## src/rtl/placer_host_sequencer.sv

```systemverilog
// Host-side sequencer for placer_interface: loads packets into BRAM port B, runs the
// done/ack mailbox per packet and for the run phase, then streams the results back out.
module placer_host_sequencer #(
  parameter int N           = 4,
  parameter int ADDR_W      = 13,
  parameter int ACK_TIMEOUT = 0
) (
  input  logic              clk,
  input  logic              rst,
  input  logic              start,
  input  logic              s_valid,
  output logic              s_ready,
  input  logic [31:0]       s_data,
  output logic              m_valid,
  input  logic              m_ready,
  output logic [31:0]       m_data,
  output logic              m_last,
  output logic [ADDR_W-1:0] address,
  output logic [31:0]       data_out,
  input  logic [31:0]       data_in,
  output logic [3:0]        we,
  output logic              ram_en,
  output logic              done,
  input  logic              ack,
  output logic              busy,
  output logic              error
);

  localparam int PACKET_WORDS = N + 8;
  localparam int NUM_PACKETS  = N + 2;
  localparam int RESULT_WORDS = N;
  localparam int KW  = $clog2(PACKET_WORDS + 1);
  localparam int PW  = $clog2(NUM_PACKETS + 1);
  localparam int IW  = $clog2(RESULT_WORDS + 1);
  localparam int WDW = (ACK_TIMEOUT > 0) ? $clog2(ACK_TIMEOUT + 1) : 1;

  typedef enum logic [3:0] {
    IDLE    = 4'd0,
    LOAD    = 4'd1,
    WR_LAST = 4'd2,
    HS_HI   = 4'd3,
    HS_LO   = 4'd4,
    RUN_HI  = 4'd5,
    RUN_LO  = 4'd6,
    RD_ADDR = 4'd7,
    RD_WAIT = 4'd8,
    EMIT    = 4'd9
  } state_t;

  state_t            state_q, state_d;
  logic [KW-1:0]     k_q, k_d;
  logic [PW-1:0]     pkt_q, pkt_d;
  logic [IW-1:0]     i_q, i_d;
  logic [WDW-1:0]    wd_q, wd_d;
  logic              s_ready_q, s_ready_d;
  logic              m_valid_q, m_valid_d;
  logic              m_last_q, m_last_d;
  logic [31:0]       m_data_q, m_data_d;
  logic [ADDR_W-1:0] address_q, address_d;
  logic [31:0]       data_out_q, data_out_d;
  logic [3:0]        we_q, we_d;
  logic              done_q, done_d;
  logic              busy_q, busy_d;
  logic              error_q, error_d;
  logic              in_ack;
  logic              wd_expired;

  // Byte address of a word index, truncated to the port width.
  function automatic logic [ADDR_W-1:0] word_addr(input logic [31:0] idx);
    logic [31:0] byte_addr;
    byte_addr = idx << 2;
    return byte_addr[ADDR_W-1:0];
  endfunction

  assign in_ack     = state_q inside {HS_HI, HS_LO, RUN_HI, RUN_LO};
  assign wd_expired = (ACK_TIMEOUT != 0) && (wd_q == WDW'(ACK_TIMEOUT - 1));

  // Next-state and next-output computation.
  always_comb begin
    state_d    = state_q;
    k_d        = k_q;
    pkt_d      = pkt_q;
    i_d        = i_q;
    wd_d       = wd_q;
    s_ready_d  = s_ready_q;
    m_valid_d  = m_valid_q;
    m_last_d   = m_last_q;
    m_data_d   = m_data_q;
    address_d  = address_q;
    data_out_d = data_out_q;
    we_d       = 4'h0;
    done_d     = done_q;
    busy_d     = busy_q;
    error_d    = error_q;
    if (in_ack && wd_expired) begin
      error_d = 1'b1;
      done_d  = 1'b0;
      busy_d  = 1'b0;
      state_d = IDLE;
    end else begin
      case (state_q)
        IDLE: begin
          if (start && !ack) begin
            k_d       = '0;
            pkt_d     = '0;
            i_d       = '0;
            error_d   = 1'b0;
            busy_d    = 1'b1;
            s_ready_d = 1'b1;
            state_d   = LOAD;
          end else begin
            state_d = IDLE;
          end
        end
        LOAD: begin
          if (s_valid && s_ready_q) begin
            address_d  = word_addr(32'(k_q));
            data_out_d = s_data;
            we_d       = 4'hF;
            if (k_q == KW'(PACKET_WORDS - 1)) begin
              k_d       = '0;
              s_ready_d = 1'b0;
              state_d   = WR_LAST;
            end else begin
              k_d = k_q + KW'(1);
            end
          end else begin
            state_d = LOAD;
          end
        end
        // The final write is on the bus this cycle; done follows it.
        WR_LAST: begin
          done_d  = 1'b1;
          state_d = HS_HI;
        end
        HS_HI: begin
          if (ack) begin
            done_d  = 1'b0;
            pkt_d   = pkt_q + PW'(1);
            state_d = HS_LO;
          end else begin
            state_d = HS_HI;
          end
        end
        HS_LO: begin
          if (!ack) begin
            if (pkt_q < PW'(NUM_PACKETS)) begin
              s_ready_d = 1'b1;
              state_d   = LOAD;
            end else begin
              done_d  = 1'b1;
              state_d = RUN_HI;
            end
          end else begin
            state_d = HS_LO;
          end
        end
        RUN_HI: begin
          if (ack) begin
            done_d  = 1'b0;
            state_d = RUN_LO;
          end else begin
            state_d = RUN_HI;
          end
        end
        // Address is presented on entry to RD_ADDR so data_in is valid in RD_WAIT.
        RUN_LO: begin
          if (!ack) begin
            i_d       = '0;
            address_d = word_addr(32'd0);
            state_d   = RD_ADDR;
          end else begin
            state_d = RUN_LO;
          end
        end
        RD_ADDR: state_d = RD_WAIT;
        RD_WAIT: begin
          m_data_d  = data_in;
          m_valid_d = 1'b1;
          m_last_d  = (i_q == IW'(RESULT_WORDS - 1));
          state_d   = EMIT;
        end
        EMIT: begin
          if (m_ready) begin
            m_valid_d = 1'b0;
            m_last_d  = 1'b0;
            if (m_last_q) begin
              busy_d  = 1'b0;
              state_d = IDLE;
            end else begin
              i_d       = i_q + IW'(1);
              address_d = word_addr(32'(i_q) + 32'd1);
              state_d   = RD_ADDR;
            end
          end else begin
            state_d = EMIT;
          end
        end
        default: state_d = IDLE;
      endcase
    end
    if (state_d != state_q) begin
      wd_d = '0;
    end else if (in_ack) begin
      wd_d = wd_q + WDW'(1);
    end else begin
      wd_d = '0;
    end
  end

  // State and output registers with synchronous active-low reset.
  always_ff @(posedge clk) begin
    if (!rst) begin
      state_q    <= IDLE;
      k_q        <= '0;
      pkt_q      <= '0;
      i_q        <= '0;
      wd_q       <= '0;
      s_ready_q  <= 1'b0;
      m_valid_q  <= 1'b0;
      m_last_q   <= 1'b0;
      m_data_q   <= 32'h0;
      address_q  <= '0;
      data_out_q <= 32'h0;
      we_q       <= 4'h0;
      done_q     <= 1'b0;
      busy_q     <= 1'b0;
      error_q    <= 1'b0;
    end else begin
      state_q    <= state_d;
      k_q        <= k_d;
      pkt_q      <= pkt_d;
      i_q        <= i_d;
      wd_q       <= wd_d;
      s_ready_q  <= s_ready_d;
      m_valid_q  <= m_valid_d;
      m_last_q   <= m_last_d;
      m_data_q   <= m_data_d;
      address_q  <= address_d;
      data_out_q <= data_out_d;
      we_q       <= we_d;
      done_q     <= done_d;
      busy_q     <= busy_d;
      error_q    <= error_d;
    end
  end

  assign s_ready  = s_ready_q;
  assign m_valid  = m_valid_q;
  assign m_last   = m_last_q;
  assign m_data   = m_data_q;
  assign address  = address_q;
  assign data_out = data_out_q;
  assign we       = we_q;
  assign ram_en   = 1'b1;
  assign done     = done_q;
  assign busy     = busy_q;
  assign error    = error_q;

endmodule

```

## config.mk

```make
export PLATFORM = sky130hd
export DESIGN_NAME = placer_host_sequencer
export DESIGN_NICKNAME = d
export VERILOG_FILES = /design/src/rtl/placer_host_sequencer.sv
export SDC_FILE = /design/constraint.sdc
export NUM_CORES = 1
export LEC_CHECK = 0
export CORE_ASPECT_RATIO = 1.5
export CORE_MARGIN = 2
export CORE_UTILIZATION = 46
export CTS_CLUSTER_DIAMETER = 80
export DETAILED_ROUTE_END_ITERATION = 10
export PLACE_DENSITY = 0.86
export SLEW_MARGIN = 20
export SYNTH_ARGS = -nofsm -noshare
export SYNTH_HDL_FRONTEND = slang
export SYNTH_SLANG_ARGS = --single-unit
```

## constraint.sdc

```tcl
create_clock -name clk -period 3.4 [get_ports clk]
set_input_delay 0.34 -clock clk [delete_from_list [all_inputs] [get_ports clk]]
set_output_delay 0.34 -clock clk [all_outputs]
set_load 0.01 [all_outputs]
```

# Yosys cells after proc, flatten, opt, wreduce, memory -nomap -nowiden
# Index checks and enable logic that the tools add are counted.
[classes]
n_addsub = 4
n_mul = 0
div = 0
magnitude_cmp = 1
eq_ne = 24
shift = 0
muxes = 44
bitwise = 0
reduce_logical = 23
[ops]
columns = ["op", "n"]
rows = [
  ["$mux W13", 4],
  ["$pmux W4 S10", 1],
  ["$pmux W13 S3", 1],
  ["$mux W4", 8],
  ["$mux W3", 8],
  ["$ne A2 B2 Y1 const B", 10],
  ["$eq A4 B3 Y1 const B", 4],
  ["$mux W1", 13],
  ["$eq A4 B4 Y1 const B", 3],
  ["$reduce_bool A3 Y1", 4],
  ["$reduce_and A5 Y1", 2],
  ["$pmux W3 S3", 1],
  ["$eq A4 B2 Y1 const B", 2],
  ["$pmux W4 S2", 1],
  ["$reduce_and A4 Y1", 2],
  ["$reduce_bool A2 Y1", 4],
  ["$add A3 B1 Y3 const B", 2],
  ["$pmux W1 S2", 3],
  ["$pmux W1 S3", 2],
  ["$pmux W3 S2", 1],
  ["$reduce_and A2 Y1", 3],
  ["$reduce_and A3 Y1", 2],
  ["$reduce_and A6 Y1", 1],
  ["$add A3 B1 Y4 const B", 1],
  ["11 further kinds", 13],
]
[word_totals]
ff_bits = 100
latchBits = 0
ramBits = 0
romBits = 0
in_bits = 70
output_inout_bits = 88
elab_cells = 109
mem_count = 0

# Depth between registers and ports, before layout
# Gate-level depths: netlist of run 1.
[depth]
word_depth = 4
mapped_depth = 7
mapped_depth_nobuf = 5

# Worst setup path before layout of run 1
# No wires, ideal clock.
[synth_timing]
kind = "register -> register"
from = "register state_q[1]"
to = "register k_q[3]"
setup_time_ns = 0.070
arrival_ns = 1.636
required_ns = 3.330
setup_slack_ns = 1.694
path_stages_with_launch = 6
n_path_buf = 2
synth_period_minus_slack_ns = 1.706
path_cell_list = "dfxtp_1 -> buf_6 -> or4b_4 -> buf_6 -> or4_1 -> a21oi_1"
[synth_via]
elab_chain_cells = 3
[synth_rtl]
columns = ["element", "line_no", "rtl"]
rows = [
  ["from (decl)", "50", "state_t state_q, state_d;"],
  ["from (signal assigned)", "230", "state_q <= state_d;"],
  ["$eq A4 B1 Y1 / $logic_not A4 Y1 (equally long branches)", "101", "case (state_q)"],
  ["$ne A2 B2 Y1 (no line) / $reduce_bool A2 Y1 (equally long branches)", "--", ""],
  ["$reduce_and A3 Y1 (no line)", "--", ""],
  ["to (signal assigned)", "231", "k_q <= k_d;"],
  ["to (decl)", "51", "logic [KW-1:0] k_q, k_d;"],
]
# Parallel ways exist; a longest one is shown, timed or not.
# A chain may end at the register's enable or synchronous reset.

# Worst setup path in the final report of run 1
[layout_timing]
from = "register state_q[0]"
to = "register data_out_q[10], in the netlist data_out[10]"
[layout_via]
elab_chain_cells = 2
[layout_rtl]
columns = ["element", "line_no", "rtl"]
rows = [
  ["$eq A4 B1 Y1", "101", ""],
  ["$reduce_and A2 Y1 (no line)", "--", ""],
  ["to (signal assigned)", "240", "data_out_q <= data_out_d;"],
  ["to (decl)", "60", "logic [31:0] data_out_q, data_out_d;"],
]
# No other way between the ends.

==> results of run 1 <==
## cells by family after synthesis
family / Yosys count / synth area share, %
AND/OR/NAND/NOR: 207 / 24.6
AO/OA/AOI/OAI: 114 / 17.7
flip-flops: 88 / 47.2
buffers and inverters: 52 / 7.18
adder cells (fa/ha/maj): 4 / 1.34
XOR/XNOR: 4 / 0.939
multiplexers: 3 / 0.805
other: 2 / 0.201
## layout make-up
type,instances,share of cell area (%)
Clock buffer,11,4.48
Clock inverter,5,0.738
Inverter,4,0.277
Multi-Input combinational cell,343,32.0
Sequential cell,88,32.5
Tap cell,105,2.42
Timing Repair Buffer,151,27.6
## routing by layer
metal,routed length [µm],track usage (%),vias to the layer above
met2,5240,39.8,153
met5,0,0,-
met3,586,4.26,26
met1,3910,26.6,1664
li1,-,-,1822
met4,314,12.7,0
## power breakdown
group	switching, mW	internal [mW]
Clock	0.409	0.520
Sequential	0.0115	1.04
Combinational	0.0770	0.105
## layout by cell type, fill, tap and decap left out, types with 4 or more instances in the layout
| cell type | instances |
|---|---|
| a211oi_1 | 6 |
| a21oi_1 | 80 |
| buf_4 | 5 |
| clkbuf_16 | 9 |
| clkdlybuf4s50_1 | 146 |
| conb_1 | 11 |
| dfxtp_1 | 88 |
| ha_1 | 4 |
| nand2_1 | 144 |
| nand2b_1 | 5 |
| nand3_1 | 13 |
| nor2_1 | 15 |
| o21ai_0 | 6 |
| xor2_1 | 4 |
## worst min path at each step
stage / cells past startpoint / endpoint / slack, ps
after floorplan: 2 / i_q[2] / 450
after global placement: 2 / m_data[7] / 440
after detailed placement: 2 / m_data[28] / 450
after CTS: 2 / m_data[28] / 450
after global routing: 2 / data_out[16] / 470
final: 2 / data_out[2] / 450
## critical path, stage by stage, from the launching register on
cell	delay, ps
dfxtp_1	680
or4b_4	600
nor2_2	490
buf_4	320
nand2_1	80
a21oi_1	140
## through the flow
stage	cells	setup slack (ps)	hold slack, ps
3_5_place_dp	691	1000	446
4_1_cts	707	1020	455
5_1_grt	707	803	472
6_report	707	1010	452
3_3_place_gp	691	1030	441
2_1_floorplan	483	1690	448
## registers in the layout, indices dropped and copies added (netlist names)
signal    flops
address       4
busy          1
data_out     32
done          1
i_q           3
k_q           4
m_data       32
m_last        1
m_valid       1
pkt_q         3
s_ready       1
state_q       4
we            1
==> flow_metrics.env, run 1 <==
export IMPL_status="complete, no violations"
export IMPL_power_density_mw_per_mm2=399
export IMPL_max_freq_mhz=419
export IMPL_synth_area_mm2=0.00373
export IMPL_track_usage_pct=23.0
export IMPL_critical_path_required_ps=3670
export IMPL_synth_top_cell_by_area="dfxtp_1"
export IMPL_dp_hpwl_um=7220
export IMPL_worstRegToRegCells=5
export IMPL_finalInstanceArea_mm2=0.00542
export IMPL_critPathCapture="data_out[10]"
export IMPL_setup_worst_path_class="reg2reg"
export IMPL_hp_class="reg2reg"
export IMPL_ir_worst_vdd_uv=279
export IMPL_synth_edf_count=0
export IMPL_hp_start="data_out[2]"
export IMPL_tns_ps=0
export IMPL_cts_max_level=3
export IMPL_cts_sinks=88
export IMPL_antenna_cells=0
export IMPL_dieHeight_um=114
export IMPL_vias=3665
export IMPL_relSlewSlack_pct=28.7
export IMPL_start_util_pct=46.9
export IMPL_fillers=653
export IMPL_multi_input_area_mm2=0.00173
export IMPL_post_route_min_period_ps=2390
export IMPL_drc=0
export IMPL_final_core_util_pct=68.2
export IMPL_finalCritPeriodShare_pct=70.2
export IMPL_ant_nets=0
export IMPL_numCtsBuffers=9
export IMPL_end_kind="register"
export IMPL_cts_resized=0
export IMPL_drv_slew=0
export IMPL_grt_ovfl_total=0
export IMPL_cp_max_fo=20
export IMPL_clockBufferDepth=2
export IMPL_r2r_start="state_q[0]"
export IMPL_startpoint_type="register"
export IMPL_postPlaceCellArea_mm2=0.00514
export IMPL_clk_pin_slew_ps=70
export IMPL_io_buffers=146
export IMPL_globalplace_congestion=0.881
export IMPL_final_seq_area_mm2=0.00176
export IMPL_synth_common_cells="nand2_1 (144), dfxtp_1 (88), a21oi_1 (80), clkbuf_1 (27), nor2_1 (15)"
export IMPL_synth_cells=474
export IMPL_drt_iter0_markers=193
export IMPL_synth_top_flop_cell="dfxtp_1"
export IMPL_io_pins=158
export IMPL_grt_pass1_wl_um=16300
export IMPL_syn_to_final_growth_pct=45.4
export IMPL_critPathLaunch="state_q[0]"
export IMPL_crit_reg2reg_capture="data_out[10]"
export IMPL_finClkSkew_ps=11.1
export IMPL_tritoncts="done"
export IMPL_grt_max_degree=51
export IMPL_drive_gt1_share_pct=4.49
export IMPL_setup_violations=0
export IMPL_rows=40
export IMPL_hold_buffers=0
export IMPL_worstPathArrival_ps=2660
export IMPL_yosysUniqueCellTypes=50
export IMPL_post_drt_wl_per_cell_um=14.2
export IMPL_synth_most_common_cell="nand2_1"
export IMPL_clock_latency_ps=340
export IMPL_antenna_found_initial=0
export IMPL_synth_warnings=0
export IMPL_rrSetupSlack_ps=1010
export IMPL_final_hold_viol_count=0
export IMPL_coreArea_mm2=0.00796
export IMPL_drt_pass1_iter_count=4
export IMPL_grt_pass1_vias=3460
export IMPL_worst_slew_pin_slew_ps=1070
export IMPL_drt_total_wl_um=10000
export IMPL_syn_area_per_cell_um2=7.87
export IMPL_nNetsFinal=671
export IMPL_rsz0062_at_grt="false"
export IMPL_ys_ff_latch=88
export IMPL_via_per_inst=5.18
export IMPL_post_cts_buffers=0
export IMPL_p_leak_nw=1.84
export IMPL_cts_root_buffer="clkbuf_16"
export IMPL_die_area_mm2=0.00886
export IMPL_maxCapViolCount=0
export IMPL_ys_seq_area_share_pct=47.2
export IMPL_ys_top_cells_by_area="dfxtp_1 (47%), nand2_1 (14%), a21oi_1 (11%), buf_4 (2.8%), clkbuf_1 (2.7%)"
export IMPL_fp_dieW_um=77.5
export IMPL_async_reset_ff_share_pct=0
export IMPL_total_power_mw=2.16
export IMPL_yosysTopAreaCellShare_pct=47.2
Note: power is estimated with default switching activity, not from simulation.
==> run 2, diff against run 1 <==
CORE_UTILIZATION = 38   (was 46)
PLACE_DENSITY = 0.76   (was 0.86)
clock period = 1.94 ns   (was 3.4 ns; I/O delays follow)
==> flow_metrics.env, run 2 (same netlist as run 1, synthesis figures left out) <==
export IMPL_status="complete, no violations"
export IMPL_worst_slew_pin_slew_ps=560
export IMPL_antenna_found_initial=0
export IMPL_post_drt_wl_per_cell_um=13.8
export IMPL_r2r_start="state_q[0]"
export IMPL_grtUsageMet1_pct=20.4
export IMPL_drt_total_wl_um=10100
export IMPL_vias=3711
export IMPL_drive_gt1_share_pct=6.82
export IMPL_post_route_min_period_ps=1720
export IMPL_clockBufferDepth=2
export IMPL_ant_nets=0
export IMPL_max_freq_mhz=582
export IMPL_most_common_layout_cells="clkdlybuf4s50_1 (146), nand2_1 (144), dfxtp_1 (88)"
export IMPL_globalplace_congestion=0.809
export IMPL_drt_iter0_markers=165
export IMPL_rsz0062_at_grt="false"
export IMPL_track_usage_pct=18.8
export IMPL_finClkSkew_ps=8.60
export IMPL_ir_worst_vdd_uv=555
export IMPL_grt_use_met2_pct=33.3
export IMPL_dieHeight_um=125
export IMPL_grt_max_degree=35
export IMPL_final_hold_viol_count=0
export IMPL_post_cts_buffers=0
export IMPL_maxCapViolCount=0
export IMPL_postPlaceCellArea_mm2=0.00533
export IMPL_setup_worst_path_class="reg2reg"
export IMPL_setup_violations=0
export IMPL_cp_max_fo=16
export IMPL_start_util_pct=38.7
export IMPL_grtUsageMet3_pct=4.16
export IMPL_busiest_layer="met2"
export IMPL_tns_ps=0
export IMPL_critPathLaunch="state_q[0]"
export IMPL_antenna_cells=0
export IMPL_coreArea_mm2=0.00963
export IMPL_clock_latency_ps=340
export IMPL_drc=0
export IMPL_drv_slew=0
export IMPL_power_density_mw_per_mm2=733
export IMPL_grt_pass1_wl_um=16300
export IMPL_hp_class="in2reg"
export IMPL_cts_root_buffer="clkbuf_16"
export IMPL_fp_dieW_um=84.9
export IMPL_die_area_mm2=0.0106
export IMPL_numCtsBuffers=9
export IMPL_startpoint_type="register"
export IMPL_dp_hpwl_um=7310
export IMPL_io_buffers=146
export IMPL_clk_pin_slew_ps=70
export IMPL_final_common_cell="clkdlybuf4s50_1"
export IMPL_end_kind="register"
export IMPL_via_per_inst=5.08
export IMPL_io_pins=158
export IMPL_relSlewSlack_pct=62.6
export IMPL_worstPathArrival_ps=1980
export IMPL_p_leak_nw=1.97
export IMPL_tritoncts="done"
export IMPL_cts_max_level=3
export IMPL_grt_ovfl_total=0
export IMPL_cts_sinks=88
export IMPL_finalCritPeriodShare_pct=88.6
export IMPL_cts_resized=0
export IMPL_critical_path_required_ps=2200
export IMPL_hp_start="data_in[10]"
export IMPL_drt_pass1_iter_count=4
export IMPL_grt_pass1_vias=3519
export IMPL_hold_buffers=0
export IMPL_finalInstanceArea_mm2=0.00567
export IMPL_nNetsFinal=686
export IMPL_syn_to_final_growth_pct=52.0
export IMPL_rows=44
==> run 2: stage by stage <==
stage               power, mW  hold slack [ps]  util, %  instances  setup slack, ps
floorplan                2.02              330        -        483              234
global placement         2.22              441     55.3        716              143
detailed placement       2.22              446     55.3        716             74.1
CTS                      4.21              385     58.9        731              200
global route             4.30              389     58.9        731             59.1
finish                   4.16              397     58.9        731              221
==> run 2: worst paths after layout <==
path / endpoint / slack, ps / cells after the start
worst min register to register: data_out[22] / 450 / 2
worst max-delay path: k_q[2] / 220 / 5
worst min-delay path: m_data[10] / 400 / 3
worst max register to register: k_q[2] / 220 / 5
==> run 2: where the power goes <==
group	total (mW)	leakage (nW)	internal [mW]	switching [mW]
clock	1.98	0.166	1.26	0.718
sequential	1.83	0.709	1.82	0.0117
combinational	0.347	1.09	0.203	0.144
total	4.16	1.97	3.29	0.874
==> run 2: layer usage <==
| layer | up-vias | part of all wire [%] |
|---|---|---|
| met3 | 22 | 6.3 |
| met5 | - | 0 |
| met2 | 141 | 52 |
| li1 | 1861 | - |
| met4 | 0 | 3.2 |
| met1 | 1687 | 39 |
==> run 2: cell type report <==
cell class              count  area, µm²
multi-input cells         343       1730
clock buffers               9        225
inverters                   4       15.0
clock inverters             6        116
well taps                 115        144
flip-flops and latches     88       1760
fillers                   861       3960
repair buffers            166       1670
==> run 2: worst max-delay path: stages (launching register included) <==
cell	delay [ps]
dfxtp_1	330
buf_4	190
nor3b_1	280
o21ai_0	190
or4_1	510
a21oi_1	140
==> run 3, diff against run 2 <==
HOLD_SLACK_MARGIN = 0.1   (was default)
==> results of run 3 <==
No change in the layout: final DEF, timing and power equal those of run 2.
==> RTL change 1, RTL diff (flow settings as in run 2) <==
The parameter `ADDR_W` goes from 13 to 12.
--- a/src/rtl/placer_host_sequencer.sv
+++ b/src/rtl/placer_host_sequencer.sv
@@ -3,5 +3,5 @@
 module placer_host_sequencer #(
   parameter int N           = 4,
-  parameter int ADDR_W      = 13,
+  parameter int ADDR_W      = 12,
   parameter int ACK_TIMEOUT = 0
 ) (
Interface: changed (resized address); port bits go from 158 to 157. No check against the original RTL was run, so the function may have changed too.
==> RTL change 1 against run 2 <==
Sequential cell count stayed put. Core utilization is 0.83 points lower. Clock power is 14% lower. Design area is 1.4% lower. Synthesized area is 0.20% lower. Die area is 0.19% lower. Largest cell class unchanged. First-iteration DRC count is 7.3% higher. Wire length is 0.29% lower. Power is 6.5% lower. Setup slack worse by 55 ps. Global-route usage is 0.27 points higher. Via count is 1.5% lower.
==> RTL change 1: results (changes against run 2) <==
CTS
  • H-tree depth: 3 (unchanged)
  • Total CTS buffers: 9 (unchanged)
  • Setup repair bufs after CTS: 0 (unchanged)
  • Root buf cell: clkbuf_16 (unchanged)
  • CTS resizes: 0 (unchanged)
  • Reg clk slew, reported paths: 70 ps (about the same)
  • CTS max path bufs: 2 (unchanged)
  • Clk_lat worst skew: 330 ps

Layout
  • Antenna cells: 0 (unchanged)
  • Final Non-Filler Cells: 730 (was 731)
  • Nets: 684 (was 686)
  • Layout cells sized above 1: 0.0667 (was 0.0682)

Placement
  • Dpl cells: 714 (was 716)
  • GP Congestion: 0.857 (was 0.809)
  • Port-buffer cells: 146 (unchanged)
  • Post-DP HPWL: 7360 um (was 7310 um)

Critical path
  • Setup crit start: state_q[1] (was state_q[0])
  • WP data arrival: 2000 ps (was 1980 ps)
  • R2R Setup Slk: 170 ps (was 220 ps)
  • Worst Path Max Fanout: 11 (was 16)
  • Worst setup path endpoint: address[3] (was k_q[2])
  • Reg2reg path depth: 4 (was 5)

Global routing
  • Overflow after GRT: 0 (unchanged)
  • Vias in the first global route: 3510 (was 3519)
  • Largest net degree at the start of global routing: 45 (was 35)
  • Gr usage total: 0.191 (was 0.188)
  • Initial antenna violation count: 0 (unchanged)
  • First-pass GRT wire length: 16600 um (was 16300 um)

Yosys
  • Top cells by area, synth: dfxtp_1 47%, nand2_1 15%, a21oi_1 11% (was dfxtp_1 47%, nand2_1 14%, a21oi_1 11%)
  • Synth async-reset ratio: 0 (unchanged)
  • Ys Warns: 0 (unchanged)
  • Syn Area/Cell: 7.87 um^2 (about the same)
  • Post-synthesis sequential area ratio: 0.473 (was 0.472)
  • Netlist cell types: 50 (unchanged)
  • Dominant synthesized flop cell: dfxtp_1 (unchanged)
  • Post-synth top cells: 144 x nand2_1, 88 x dfxtp_1, 80 x a21oi_1 (unchanged)

STA
  • Clock Skews: 6.86 ps (was 8.60 ps)

Routing
  • Wire per inst: 13.7 um (was 13.8 um)
  • DR vias/cell: 5.01 (was 5.08)
  • Number of DRC markers in iteration 0: 177 (was 165)
  • TritonRoute pass-1 iters: 4 (unchanged)

Flow run
  • # Max-Cap Violations: 0 (unchanged)

Power and ir drop
  • Maximum vdd drop: 0.000478 V (was 0.000555 V)
  • Leak: 1.92 nW (was 1.97 nW)

Worst hold path
  • Worst hold-check path type: input port to flop (unchanged)

Status
  • Status: finished clean (unchanged)
## RTL change 1: cell types whose count changed after synthesis, sizes merged
cell / run 2 / this run
buf: 20 / 19
## RTL change 1: final cells by class
type | instances | area [um^2]
fill | 845 | 4040
sequential | 88 | 1760
multi-input combinational | 342 | 1730
timing repair buffer | 165 | 1640
clock buffer | 10 | 229
tap | 115 | 144
clock inverter | 6 | 68.8
inverter | 4 | 15.0
## RTL change 1: worst min path at each step
stage / startpoint / endpoint / slack [ps] / cells after the start
after floorplan: s_data[0] / data_out[0] / 330 / 2
after global placement: m_data[14] / m_data[14] / 440 / 2
after detailed placement: m_data[6] / m_data[6] / 450 / 2
after CTS: data_in[8] / m_data[8] / 390 / 3
after global routing: data_in[0] / m_data[0] / 400 / 3
final: data_in[23] / m_data[23] / 400 / 3
## RTL change 1: cells by family (layout without fill, tap and decap cells)
family / Yosys count / after routing / synth area share
AOI/OAI and AO/OA: 114 / 114 / 0.177
muxes: 3 / 3 / 0.00807
xor gates and xnor gates: 4 / 4 / 0.00941
and+or+nand+nor: 207 / 207 / 0.247
other: 2 / 10 / 0.00202
adders and majority gates: 4 / 4 / 0.0134
DFF: 88 / 88 / 0.473
buffers and inverters: 51 / 185 / 0.0699
## RTL change 1: worst max-delay path: stages (launching register included)
cell	delay [ps]
dfxtp_1	420
or4b_4	590
o211ai_2	270
a21oi_1	120
a311oi_1	280
## RTL change 1: where the power goes
| group | switching [mW] | leakage, nW | internal [mW] |
|---|---|---|---|
| sequential | 0.0111 | 0.709 | 1.82 |
| combinational | 0.143 | 1.08 | 0.199 |
| clock | 0.711 | 0.131 | 1.00 |
| total | 0.865 | 1.92 | 3.02 |
## RTL change 1: through the flow
stage	setup WS [ps]	area (um^2)	util
after detailed placement	80.6	5290	0.549
after global routing	45.6	5590	0.580
after global placement	81.1	5290	0.549
final	165	5590	0.580
after floorplan	234	3750	-
after CTS	195	5590	0.580
## RTL change 1: metal layers
metal  share of wire  global-route usage
met1            0.39               0.216
met2            0.51               0.333
met3           0.065              0.0422
met4           0.030              0.0971
met5               0                   0
==> RTL change 2, RTL diff (config.mk and constraints of run 2) <==
Without the edit above. Register the output `error` once more; this adds one clock of latency there. The other outputs are not delayed to match.
--- a/src/rtl/placer_host_sequencer.sv
+++ b/src/rtl/placer_host_sequencer.sv
@@ -256,5 +256,7 @@
   assign done     = done_q;
   assign busy     = busy_q;
-  assign error    = error_q;
+  always_ff @(posedge clk) begin
+    error <= error_q;
+  end
 
 endmodule
Function: same outputs for any inputs over 10 cycles, from zero or initial values and one cycle with rst low; that may be too few to reach the edited logic, so the function may still have changed.
==> RTL change 2 against run 2 <==
Design area down 0.15%. Wire length is 4.6% lower. Non-clock buffer count is 5 lower. Clock skew fell by 3.0 ps. Synthesized area increased by 2.6%. Setup slack got worse by 88 ps. Critical path depth is 1 higher. Sequential cell count did not move. Power shrank 8.0%.
==> RTL change 2: results (changes against run 2) <==
Routing
  • Routed metal-1 wirelength: 3750 um (was 3900 um)
  • Vias: 3582 (was 3711)
  • Total wire length: 9600 um (was 10100 um)
  • Wire per inst: 13.4 um (was 13.8 um)
  • Met3 wire len: 736 um (was 637 um)
  • Number of DRC markers in iteration 0: 149 (was 165)

Power and ir drop
  • Power Density: 676 nW/um^2 (was 733 nW/um^2)
  • Maximum vdd drop: 0.000451 V (was 0.000555 V)
  • Leak: 1.98 nW (was 1.97 nW)

Yosys
  • Top cells by area, synth: dfxtp_1 46%, nand2_1 14%, a21boi_0 13% (was dfxtp_1 47%, nand2_1 14%, a21oi_1 11%)
  • Netlist cell types: 48 (was 50)
  • Post-synthesis compound-gate area fraction: 0.201 (was 0.177)
  • Post-synth top cells: 147 x nand2_1, 88 x dfxtp_1, 67 x a21boi_0 (was 144 x nand2_1, 88 x dfxtp_1, 80 x a21oi_1)
  • Adder-cell area share of the yosys netlist: 0.0131 (was 0.0134)
  • Post-synthesis xor/xnor area fraction: 0.00458 (was 0.00939)

Layout
  • Nets: 673 (was 686)
  • Fillers: 893 (was 861)
  • Layout cells sized above 1: 0.0662 (was 0.0682)

STA
  • Setup ws final: 133 ps (was 221 ps)
  • Hold Slack: 301 ps (was 397 ps)
  • Clock Skews: 5.57 ps (was 8.60 ps)

Critical path
  • Worst setup path endpoint: data_out[24] (was k_q[2])
  • Worst Path Max Fanout: 32 (was 16)
  • CP max stage cell: dfxtp_1 (was or4_1)
  • Max stage delay on crit path: 420 ps (was 510 ps)
  • Reg2reg path depth: 6 (was 5)
  • WP data arrival: 2020 ps (was 1980 ps)

Placement
  • Post-DP HPWL: 7080 um (was 7310 um)
  • Setup WS pre-CTS: 115 ps (was 74.1 ps)

Global routing
  • Grt met3 use: 0.0494 (was 0.0416)
  • Largest net degree at the start of global routing: 37 (was 35)
  • Met2 track demand over resource: 0.313 (was 0.333)
  • Met1 GRT Util: 0.197 (was 0.204)
  • Gr usage total: 0.181 (was 0.188)

Status
  • Status: finished clean (unchanged)

Worst hold path
  • Hold path start: rst (was data_in[10])
  • Hold Path Sink: state_q[1] (was m_data[10])
## RTL change 2: cell types whose count changed after synthesis, sizes merged, moves of 3 or more
cell / run 2 / this run
a21oi: 80 / 2
a21boi: 0 / 73
clkbuf: 28 / 17
nor2b: 3 / 11
o21ai: 6 / 13
nand3: 13 / 7
buf: 20 / 25
a211oi: 6 / 2
a311oi: 3 / 0
nand2: 144 / 147
xor2: 4 / 1
## RTL change 2: cell type report
| cell class | instances | area share |
|---|---|---|
| Sequential cell | 88 | 0.311 |
| Inverter | 3 | 0.00199 |
| Multi-Input combinational cell | 336 | 0.330 |
| Timing Repair Buffer | 161 | 0.282 |
| Clock buffer | 10 | 0.0422 |
| Tap cell | 115 | 0.0254 |
| Clock inverter | 6 | 0.00773 |
## RTL change 2: where the power goes
group	switching, mW	total [mW]	internal [mW]	leakage [nW]
Clock	0.705	1.61	0.904	0.127
Combinational	0.145	0.372	0.226	1.15
Sequential	0.0170	1.85	1.83	0.710
